`config.mk`:
```
export PLATFORM = sky130hd
export DESIGN_NAME = cms_ctrl_axil_bridge
export DESIGN_NICKNAME = d
export VERILOG_FILES = /design/src/rtl/cms_ctrl_axil_bridge.sv
export SDC_FILE = /design/constraint.sdc
export NUM_CORES = 1
export LEC_CHECK = 0
export ABC_AREA = 1
export BUFFER_PORTS_ARGS = -buffer_cell sky130_fd_sc_hd__buf_2
export CAP_MARGIN = 5
export CORE_ASPECT_RATIO = 1.5
export CORE_MARGIN = 4
export CORE_UTILIZATION = 35
export CTS_CLUSTER_DIAMETER = 40
export DETAILED_ROUTE_END_ITERATION = 12
export GPL_TIMING_DRIVEN = 0
export PLACE_DENSITY = 0.6
export SLEW_MARGIN = 5
export SYNTH_ARGS = -nofsm -noshare
export SYNTH_HDL_FRONTEND = slang
export SYNTH_SLANG_ARGS = --single-unit
```
`constraint.sdc`:
```
create_clock -name clk -period 3.55 [get_ports clk]
set_input_delay 0.5325 -clock clk [delete_from_list [all_inputs] [get_ports clk]]
set_output_delay 0.5325 -clock clk [all_outputs]
set_load 0.01 [all_outputs]
```
`src/rtl/cms_ctrl_axil_bridge.sv`:
```
// AXI4-Lite slave bridging host accesses onto the CMS control port.
// One outstanding access; write/read arbitration alternates when both are ready.
module cms_ctrl_axil_bridge #(
  parameter int CTRL_ADDR_WIDTH = 8,
  parameter int CTRL_DATA_WIDTH = 64,
  parameter int AXI_ADDR_WIDTH  = 12,
  parameter int LAST_CTRL_ADDR  = 22,
  parameter int RD_LATENCY      = 1
) (
  input  logic                         clk,
  input  logic                         rst_n,
  input  logic [AXI_ADDR_WIDTH-1:0]    s_axi_awaddr,
  input  logic                         s_axi_awvalid,
  output logic                         s_axi_awready,
  input  logic [CTRL_DATA_WIDTH-1:0]   s_axi_wdata,
  input  logic [CTRL_DATA_WIDTH/8-1:0] s_axi_wstrb,
  input  logic                         s_axi_wvalid,
  output logic                         s_axi_wready,
  output logic [1:0]                   s_axi_bresp,
  output logic                         s_axi_bvalid,
  input  logic                         s_axi_bready,
  input  logic [AXI_ADDR_WIDTH-1:0]    s_axi_araddr,
  input  logic                         s_axi_arvalid,
  output logic                         s_axi_arready,
  output logic [CTRL_DATA_WIDTH-1:0]   s_axi_rdata,
  output logic [1:0]                   s_axi_rresp,
  output logic                         s_axi_rvalid,
  input  logic                         s_axi_rready,
  output logic [CTRL_ADDR_WIDTH-1:0]   ctrl_addr,
  output logic [CTRL_DATA_WIDTH-1:0]   ctrl_wdata,
  output logic                         ctrl_wr_en,
  output logic                         ctrl_rd_en,
  input  logic [CTRL_DATA_WIDTH-1:0]   ctrl_rdata
);

  localparam int AW = CTRL_ADDR_WIDTH;
  localparam int DW = CTRL_DATA_WIDTH;
  localparam int SW = DW / 8;
  localparam int LW = AW + 3;
  localparam logic [AW-1:0] LAST_A = AW'(LAST_CTRL_ADDR);
  localparam logic [2:0] LAT_M1 = 3'(RD_LATENCY - 1);
  localparam logic [1:0] OKAY = 2'b00;
  localparam logic [1:0] SLVERR = 2'b10;

  typedef enum logic [2:0] {
    IDLE, WR_ISSUE, WR_RESP, RD_ISSUE, RD_WAIT, RD_RESP
  } state_t;

  state_t state;
  logic aw_held, w_held, ar_held, last_rd;
  logic [LW-1:0] aw_addr_q, ar_addr_q;
  logic [DW-1:0] w_data_q;
  logic [SW-1:0] w_strb_q;
  logic [2:0] lat_cnt;

  logic aw_hs, w_hs, ar_hs;
  logic [LW-1:0] aw_addr_e, ar_addr_e;
  logic [DW-1:0] w_data_e;
  logic [SW-1:0] w_strb_e;
  logic wr_pend, rd_pend, go_wr, go_rd;
  logic wr_ok, rd_ok;
  logic unused_addr;

  // Readies are only ever high in IDLE.
  assign aw_hs = s_axi_awvalid & s_axi_awready;
  assign w_hs  = s_axi_wvalid & s_axi_wready;
  assign ar_hs = s_axi_arvalid & s_axi_arready;

  assign aw_addr_e = aw_held ? aw_addr_q : s_axi_awaddr[LW-1:0];
  assign ar_addr_e = ar_held ? ar_addr_q : s_axi_araddr[LW-1:0];
  assign w_data_e  = w_held ? w_data_q : s_axi_wdata;
  assign w_strb_e  = w_held ? w_strb_q : s_axi_wstrb;

  assign wr_pend = (aw_held | aw_hs) & (w_held | w_hs);
  assign rd_pend = ar_held | ar_hs;
  assign go_wr   = wr_pend & (~rd_pend | last_rd);
  assign go_rd   = rd_pend & ~go_wr;

  assign wr_ok = (aw_addr_e[2:0] == 3'b000) &&
                 (aw_addr_e[LW-1:3] <= LAST_A) &&
                 (&w_strb_e);
  assign rd_ok = (ar_addr_e[2:0] == 3'b000) &&
                 (ar_addr_e[LW-1:3] <= LAST_A);

  assign unused_addr = ^{s_axi_awaddr, s_axi_araddr};

  always_ff @(posedge clk or negedge rst_n) begin
    if (!rst_n) begin
      state         <= IDLE;
      aw_held       <= 1'b0;
      w_held        <= 1'b0;
      ar_held       <= 1'b0;
      last_rd       <= 1'b1;
      aw_addr_q     <= '0;
      ar_addr_q     <= '0;
      w_data_q      <= '0;
      w_strb_q      <= '0;
      lat_cnt       <= '0;
      s_axi_awready <= 1'b0;
      s_axi_wready  <= 1'b0;
      s_axi_arready <= 1'b0;
      s_axi_bvalid  <= 1'b0;
      s_axi_bresp   <= OKAY;
      s_axi_rvalid  <= 1'b0;
      s_axi_rresp   <= OKAY;
      s_axi_rdata   <= '0;
      ctrl_addr     <= '0;
      ctrl_wdata    <= '0;
      ctrl_wr_en    <= 1'b0;
      ctrl_rd_en    <= 1'b0;
    end else begin
      unique case (state)
        IDLE: begin
          if (aw_hs) begin
            aw_held   <= 1'b1;
            aw_addr_q <= s_axi_awaddr[LW-1:0];
          end
          if (w_hs) begin
            w_held   <= 1'b1;
            w_data_q <= s_axi_wdata;
            w_strb_q <= s_axi_wstrb;
          end
          if (ar_hs) begin
            ar_held   <= 1'b1;
            ar_addr_q <= s_axi_araddr[LW-1:0];
          end
          s_axi_awready <= ~(aw_held | aw_hs);
          s_axi_wready  <= ~(w_held | w_hs);
          s_axi_arready <= ~(aw_held | aw_hs | w_held | w_hs |
                             ar_held | ar_hs);
          if (go_wr) begin
            aw_held       <= 1'b0;
            w_held        <= 1'b0;
            last_rd       <= 1'b0;
            s_axi_awready <= 1'b0;
            s_axi_wready  <= 1'b0;
            s_axi_arready <= 1'b0;
            if (wr_ok) begin
              state      <= WR_ISSUE;
              ctrl_wr_en <= 1'b1;
              ctrl_addr  <= aw_addr_e[LW-1:3];
              ctrl_wdata <= w_data_e;
            end else begin
              state        <= WR_RESP;
              s_axi_bvalid <= 1'b1;
              s_axi_bresp  <= SLVERR;
            end
          end else if (go_rd) begin
            ar_held       <= 1'b0;
            last_rd       <= 1'b1;
            s_axi_awready <= 1'b0;
            s_axi_wready  <= 1'b0;
            s_axi_arready <= 1'b0;
            if (rd_ok) begin
              state      <= RD_ISSUE;
              ctrl_rd_en <= 1'b1;
              ctrl_addr  <= ar_addr_e[LW-1:3];
            end else begin
              state        <= RD_RESP;
              s_axi_rvalid <= 1'b1;
              s_axi_rresp  <= SLVERR;
              s_axi_rdata  <= '0;
            end
          end
        end
        WR_ISSUE: begin
          ctrl_wr_en   <= 1'b0;
          s_axi_bvalid <= 1'b1;
          s_axi_bresp  <= OKAY;
          state        <= WR_RESP;
        end
        WR_RESP: begin
          if (s_axi_bready) begin
            s_axi_bvalid  <= 1'b0;
            state         <= IDLE;
            s_axi_awready <= ~aw_held;
            s_axi_wready  <= ~w_held;
            s_axi_arready <= ~(aw_held | w_held | ar_held);
          end
        end
        RD_ISSUE: begin
          ctrl_rd_en <= 1'b0;
          lat_cnt    <= LAT_M1;
          state      <= RD_WAIT;
        end
        RD_WAIT: begin
          if (lat_cnt == 3'd0) begin
            s_axi_rdata  <= ctrl_rdata;
            s_axi_rvalid <= 1'b1;
            s_axi_rresp  <= OKAY;
            state        <= RD_RESP;
          end else begin
            lat_cnt <= lat_cnt - 3'd1;
          end
        end
        RD_RESP: begin
          if (s_axi_rready) begin
            s_axi_rvalid  <= 1'b0;
            state         <= IDLE;
            s_axi_awready <= ~aw_held;
            s_axi_wready  <= ~w_held;
            s_axi_arready <= ~(aw_held | w_held | ar_held);
          end
        end
        default: state <= IDLE;
      endcase
    end
  end

endmodule
```
==> results of run 1 <==
-- cells by family (layout without fill, tap and decap cells) --
family,count (synthesis),after routing,share of synthesized area
mux,5,5,0.00481
buf+inv,250,616,0.103
compound gates,310,310,0.158
simple gates,533,533,0.187
fa+ha+maj,2,2,0.00219
other cells,1,2,0.000328
flops,249,249,0.545
-- power breakdown --
group	internal, mW	switching, mW	total (mW)
logic	1.55	2.77	4.32
clock network	1.95	1.24	3.18
registers	3.83	0.435	4.27
total	7.33	4.44	11.8
-- registers in the layout, indices dropped and copies added (netlist names), 3 cells and up --
register / count
s_axi_rdata: 64
lat_cnt: 3
w_strb_q: 8
aw_addr_q: 11
ar_addr_q: 11
state: 3
ctrl_addr: 8
ctrl_wdata: 64
w_data_q: 64
-- worst min path at each step --
stage / startpoint / to / slack (ns) / cells after the start
after floorplan: rst_n / ar_addr_q[0]$_DFFE_PN0P_ / 0.24 / 0
after global placement: ctrl_addr[3]$_DFFE_PN0P_ / ctrl_addr[3]$_DFFE_PN0P_ / 0.45 / 2
after detailed placement: aw_addr_q[9]$_DFFE_PN0P_ / aw_addr_q[9]$_DFFE_PN0P_ / 0.46 / 2
after CTS: s_axi_wdata[55] / w_data_q[55]$_DFFE_PN0P_ / 0.16 / 3
after global routing: s_axi_wdata[55] / w_data_q[55]$_DFFE_PN0P_ / 0.16 / 3
final: s_axi_wdata[55] / w_data_q[55]$_DFFE_PN0P_ / 0.19 / 3
-- metal layers --
metal	global-route usage	share of wire
met5	0	0
met4	0.0512	0.025
met3	0.0372	0.066
met2	0.331	0.52
met1	0.207	0.39
-- final cells by class --
type / instances / area (um^2)
plain buffers: 73 / 512
clock buffers: 40 / 840
clock inverters: 14 / 188
fillers: 3163 / 17400
inverters: 177 / 664
multi-input cells: 852 / 4030
flip-flops and latches: 249 / 6230
well taps: 410 / 513
repair buffers: 312 / 1620
-- stage by stage --
step           setup WS (ns)  cells  utilization
2_1_floorplan           1.80   1351            -
3_3_place_gp           -2.75   2070        0.421
3_5_place_dp            1.27   2072        0.423
4_1_cts                 1.28   2127        0.456
5_1_grt                 1.13   2127        0.456
6_report                1.33   2127        0.456
-- layout by cell type, fill, tap and decap left out, types with 4 or more instances in the layout --
master and count:
bufinv_16 4, clkbuf_1 33, nand2_1 451, a21oi_1 7
inv_1 124, nand2_2 12, nand3_1 26, a31oi_1 4
o21ai_1 44, dfrtp_1 248, inv_2 53, clkinv_2 5
buf_1 4, nor2_1 27, buf_6 24, o21ai_0 187
buf_4 10, o21ai_2 61, mux2_2 4, buf_2 314
nor2_2 5, clkbuf_16 31
-- worst reg2reg max path: stages, from the launching register on --
cell	delay, ns
dfrtp_1	0.44
nor2_2	0.25
inv_2	0.10
nor2_8	0.16
inv_2	0.13
nor2_4	0.29
buf_2	0.34
buf_2	0.29
o21ai_0	0.11
-- timing repair --
item                      4_1_cts  5_1_grt
hold endpoints to repair       41        0
hold buffers                    1        0
gates resized for setup         0        0
buffers inserted                0        0
==> results.txt, run 1 <==
status: completed
Vias: 9884
Die X: 156 um
Core Box Area: 0.0320 mm^2
GRT Overall Usage: 0.179
Syn Inst Count: 1350
Fin Hold WS: 0.194 ns
first-pass GRT wire length: 53100 um
Clk Latency, worst-skew pair: 0.56 ns
n_diodes: 0
number of H-tree levels: 1
Placed Area: 0.0136 mm^2
Max Freq: 0.451 GHz
Startpoint Class: flip-flop
Initial Util: 0.357
total power: 11.8 mW
Routed WL: 32400 um
die height: 229 um
Post-synth EDFFs: 0
cells along the critical path: nor2_2, inv_2, nor2_8, inv_2, nor2_4, buf_2, buf_2, o21ai_0
largest cells by area after synthesis: dfrtp_1, nand2_1, o21ai_0
clk buf depth: 3
First-pass DRT Iterations: 5
Routability Congestion: 0.847
post-synth top area share: 0.543
TritonCTS Buffers: 30
syn avg cell area: 8.47 um^2
nets: 1864
Max-Slew Margin vs Limit: 0.555
clk_skew: 0.0108 ns
Reg2Reg Depth: 8
slowest CP cell: dfrtp_1
port bufs: 309
synth warn: 0
Post-DRT Antenna Nets: 0
sequential-to-total area share from yosys stat: 0.545
#FFs+latches synth: 249
Ports: 314
DR WL/cell: 15.2 um
initial antenna violation count: 0
Final Critical Period: 2.22 ns
total leakage power: 7.89 nW
Critical Path RT: 3.98 ns
die area: 0.0357 mm^2
Async S/R FF share, synth: 1.00
worst path arrival time: 2.64 ns
vias in the first global route: 10.3k
routed vias/inst: 4.65
largest net degree at the start of global routing: 104
CTS tree: built
Distinct cells, synth: 38
Slew Viols, Final: 0
Final Setup Violations: 0
WP depth: 8
top-count cell post-synth: nand2_1
Overflow after GRT: 0
r2r setup slk: 1.33 ns
setup_tns: 0 ns
worst setup path end: w_data_q[61]$_DFFE_PN0P_
reg2reg end: w_data_q[61]$_DFFE_PN0P_
CP peak stage delay: 0.44 ns
Pwr Density: 807 mW/mm^2
cell taking the most area after synthesis: dfrtp_1
dominant synthesized flop cell: dfrtp_1
Hold Crit Class: input port to flip-flop
Root Buffer: clkbuf_16
worst slew pin tran: 0.667 ns
Finished Cell Area: 0.0146 mm^2
DRC: 0
Max Fanout on Critical Path: 10
final hold viol count: 0
Row Count: 80
CP Buf/Inv Count: 4
Post-DP HPWL: 24600 um
share of cells above drive strength 1: 0.317
Crit Path Class: flip-flop to flip-flop
Mapped Area: 0.0114 mm^2
final worst-path cycle share: 0.624
max-cap viol count: 0
synth cell count leaders: nand2_1, dfrtp_1, o21ai_0, inv_1, o21ai_2
CTS Sinks: 249
Clk pin slew, worst setup/hold paths: 0.06 ns
CP endpoint kind: flip-flop
reg2reg start: state[0]$_DFFE_PN0P_
VDD IR max: 0.000486 V
RSZ-0062 raised after global routing: no
CP startpoint: state[0]$_DFFE_PN0P_
DRT iter0 DRCs: 449
CP top delay family: buffers and inverters
area delta synth->final: 27.7%
Power figures use the tool's default switching activity.
==> inputs of run 2 (changes only) <==
ABC_AREA = 0   (was 1)
PLACE_DENSITY = 0.61   (was 0.6)
clock period = 2.3 ns   (was 3.55 ns; I/O delays follow)
==> run 2 against run 1 <==
Compared with the run above: the run now ends with setup timing left; combinational power up 59%; via count decreased by 21%; flip-flop and latch count did not move; sequential power rose by 56%; register-to-register slack got worse by 1.5 ns; count of clock-buffer cells in the layout is the same; total power rose by 60%; worst setup slack got worse by 1.5 ns; sequential share of layout area grew 1.0 points; largest cell class unchanged.
==> results.txt, run 2 <==
CTS tree: built
Clk Latency, worst-skew pair: 0.51 ns (-0.05 ns)
worst setup margin: -0.175 ns (-1.51 ns)
DRC: 0 (unchanged)
worst path arrival time: 2.87 ns (+0.23 ns)
Core Box Area: 0.0294 mm^2 (-8.3%)
post-synth top area share: 0.597 (+0.0538)
WHS Endpoint: s_axi_rdata[50]$_DFFE_PN0P_
max-cap viol count: 0 (unchanged)
total leakage power: 7.18 nW (-8.9%)
commonest non-fill, non-tap cell in the layout: buf_2
CTS Sinks: 249 (unchanged)
status: finished with violations
Max Fanout on Critical Path: 7 (-3)
Crit Path Class: flip-flop to flip-flop
clk buf depth: 3 (unchanged)
DRT iter0 DRCs: 305 (-32%)
Hold Crit Class: input port to flip-flop
Initial Util: 0.354 (-0.00294)
Inst Count DP: 1510 (-27%)
Post-DP HPWL: 20800 um (-15%)
Post-synth EDFFs: 0 (unchanged)
vias in the first global route: 8060 (-21%)
top-count cell post-synth: dfrtp_1
die area: 0.0326 mm^2 (-8.6%)
largest cells by area after synthesis: dfrtp_1, mux2_2, mux2i_1
Finished Cell Area: 0.0143 mm^2 (-2.2%)
Placed Area: 0.0125 mm^2 (-7.5%)
r2r setup slk: -0.18 ns (-1.51 ns)
Routability Congestion: 0.809 (-4.4%)
final worst-path cycle share: 1.08 (+0.452)
setup_tns: -6.31 ns (-6.31 ns)
Mapped Area: 0.0104 mm^2 (-9.0%)
Row Count: 77 (-3.8%)
first-pass GRT wire length: 44500 um (-16%)
share of cells above drive strength 1: 0.489 (+0.172)
Async S/R FF share, synth: 1.00 (unchanged)
area delta synth->final: 37.2%
Clk pin slew, worst setup/hold paths: 0.06 ns (about the same)
non-filler instance count after layout: 1596 (-25%)
worst slew pin tran: 0.767 ns (+0.0996 ns)
cell taking the most area after synthesis: dfrtp_1
VDD IR max: 0.000658 V (+35%)
Routed WL: 29000 um (-10%)
final hold viol count: 0 (unchanged)
biggest regs: ctrl_wdata (64), s_axi_rdata (64), w_data_q (64)
clk_skew: 0.0166 ns (+0.00586 ns)
sequential-to-total area share from yosys stat: 0.599 (+0.0540)
#FFs+latches synth: 249 (unchanged)
initial antenna violation count: 3 (+3)
Post-DRT Antenna Nets: 0 (unchanged)
Final Critical Period: 2.48 ns (+0.260 ns)
reg2reg end: s_axi_rdata[20]$_DFFE_PN0P_
die height: 219 um (-4.5%)
worst hold path startpoint: ctrl_rdata[50]
commonest non-fill, non-tap cells in the layout: buf_2, dfrtp_1, mux2_2
Ports: 314 (unchanged)
violated checks: setup timing
port bufs: 309 (unchanged)
routed vias/inst: 4.91 (+5.7%)
Overflow after GRT: 0 (unchanged)
Critical Path RT: 2.69 ns (-1.29 ns)
number of H-tree levels: 2 (+1)
Root Buffer: clkbuf_16
synth warn: 0 (unchanged)
hold path depth: 2 (-1)
Pwr Density: 1320 mW/mm^2 (+64%)
Final Setup Violations: 69 (+69)
Syn Inst Count: 803 (-41%)
Max Freq: 0.404 GHz (-11%)
reg2reg start: ar_held$_DFFE_PN0P_
nets: 1342 (-28%)
syn avg cell area: 13.0 um^2 (+53%)
Max-Slew Margin vs Limit: 0.489 (-0.0664)
dominant synthesized flop cell: dfrtp_1
TritonCTS Buffers: 36 (+20%)
GRT Overall Usage: 0.173 (-0.00663)
CP endpoint kind: flip-flop
Startpoint Class: flip-flop
Distinct cells, synth: 52 (+37%)
Fin Hold WS: 0.0539 ns (-0.140 ns)
Vias: 7841 (-21%)
DR WL/cell: 18.2 um (+19%)
Reg2Reg Depth: 9 (+1)
RSZ-0062 raised after global routing: yes
Post-Place Worst Slack: -0.898 ns (-2.16 ns)
Die X: 149 um (-4.4%)
Slew Viols, Final: 0 (unchanged)
CP startpoint: ar_held$_DFFE_PN0P_
synth cell count leaders: dfrtp_1, mux2_2, nor2_1, mux2i_1, a22o_1
largest net degree at the start of global routing: 114 (+9.6%)
First-pass DRT Iterations: 4 (-1)
run 2: cell count changes in the layout (fill, tap and decap cells not counted), moves of 41 or more:
cell	before	now
nor2_1	27	80
o21ai_2	61	0
a22o_1	0	65
mux2i_1	1	72
mux2_2	4	94
a21oi_1	7	48
o21ai_1	44	0
o21ai_0	187	7
inv_2	53	0
inv_1	124	8
nand2_1	451	16
run 2: layout make-up:
cell class,instances,area (um^2)
fillers,2655,15100
inverters,8,30.0
repair buffers,334,1940
clock buffers,40,957
multi-input cells,491,3940
well taps,395,494
plain buffers,53,440
diodes,2,5.00
flip-flops and latches,249,6240
clock inverters,24,231
run 2: report_power, final:
part	total [mW]	switching, mW	internal, mW
combinational	6.88	3.17	3.71
sequential	6.65	0.789	5.86
clock	5.36	2.16	3.20
total	18.9	6.12	12.8
run 2: worst max path at each step:
stage | end | slack [ns] | cells past startpoint
finish | s_axi_rdata[20]$_DFFE_PN0P_ | -0.18 | 9
global route | s_axi_rdata[22]$_DFFE_PN0P_ | -0.26 | 9
CTS | s_axi_rdata[20]$_DFFE_PN0P_ | -0.16 | 9
detailed placement | w_data_q[45]$_DFFE_PN0P_ | -0.90 | 6
global placement | s_axi_rdata[54]$_DFFE_PN0P_ | -3.73 | 1
floorplan | ctrl_addr[0]$_DFFE_PN0P_ | -0.22 | 7
run 2: per-layer routing:
metal	vias to the layer above	routed length, um	GRT usage
met1	3870	10700	0.192
met4	4	789	0.0583
met3	51	1780	0.0423
met5	-	27	0
met2	252	15700	0.320
li1	3664	-	-
run 2: kinds of logic after synthesis:
family | share of synthesized area
buffers and inverters | 0.0325
adders and majority gates | 0.00240
DFF | 0.599
and+or+nand+nor | 0.0593
AOI/OAI and AO/OA | 0.129
other | 0.000360
muxes | 0.177
run 2: what timing repair did:
action	in CTS	in global routing
gates cloned	5	0
resized for setup	64	16
buffers inserted	12	5
setup endpoints to repair	230	187
hold endpoints to repair	28	0
pin swaps	3	1
hold buffers	1	0
run 2: per-stage QoR:
stage | utilization | power, mW
finish | 0.486 | 18.9
CTS | 0.483 | 19.0
detailed placement | 0.427 | 12.4
global placement | 0.425 | 12.3
floorplan | - | 10.5
global route | 0.486 | 20.0
run 2: worst max-delay path: stages, from the launching register on:
cell,delay [ns]
dfrtp_1,0.37
buf_6,0.13
mux2i_2,0.16
o31a_1,0.32
o22ai_2,0.17
a21oi_2,0.11
or4_4,0.49
buf_8,0.18
bufbuf_16,0.27
a22o_1,0.18
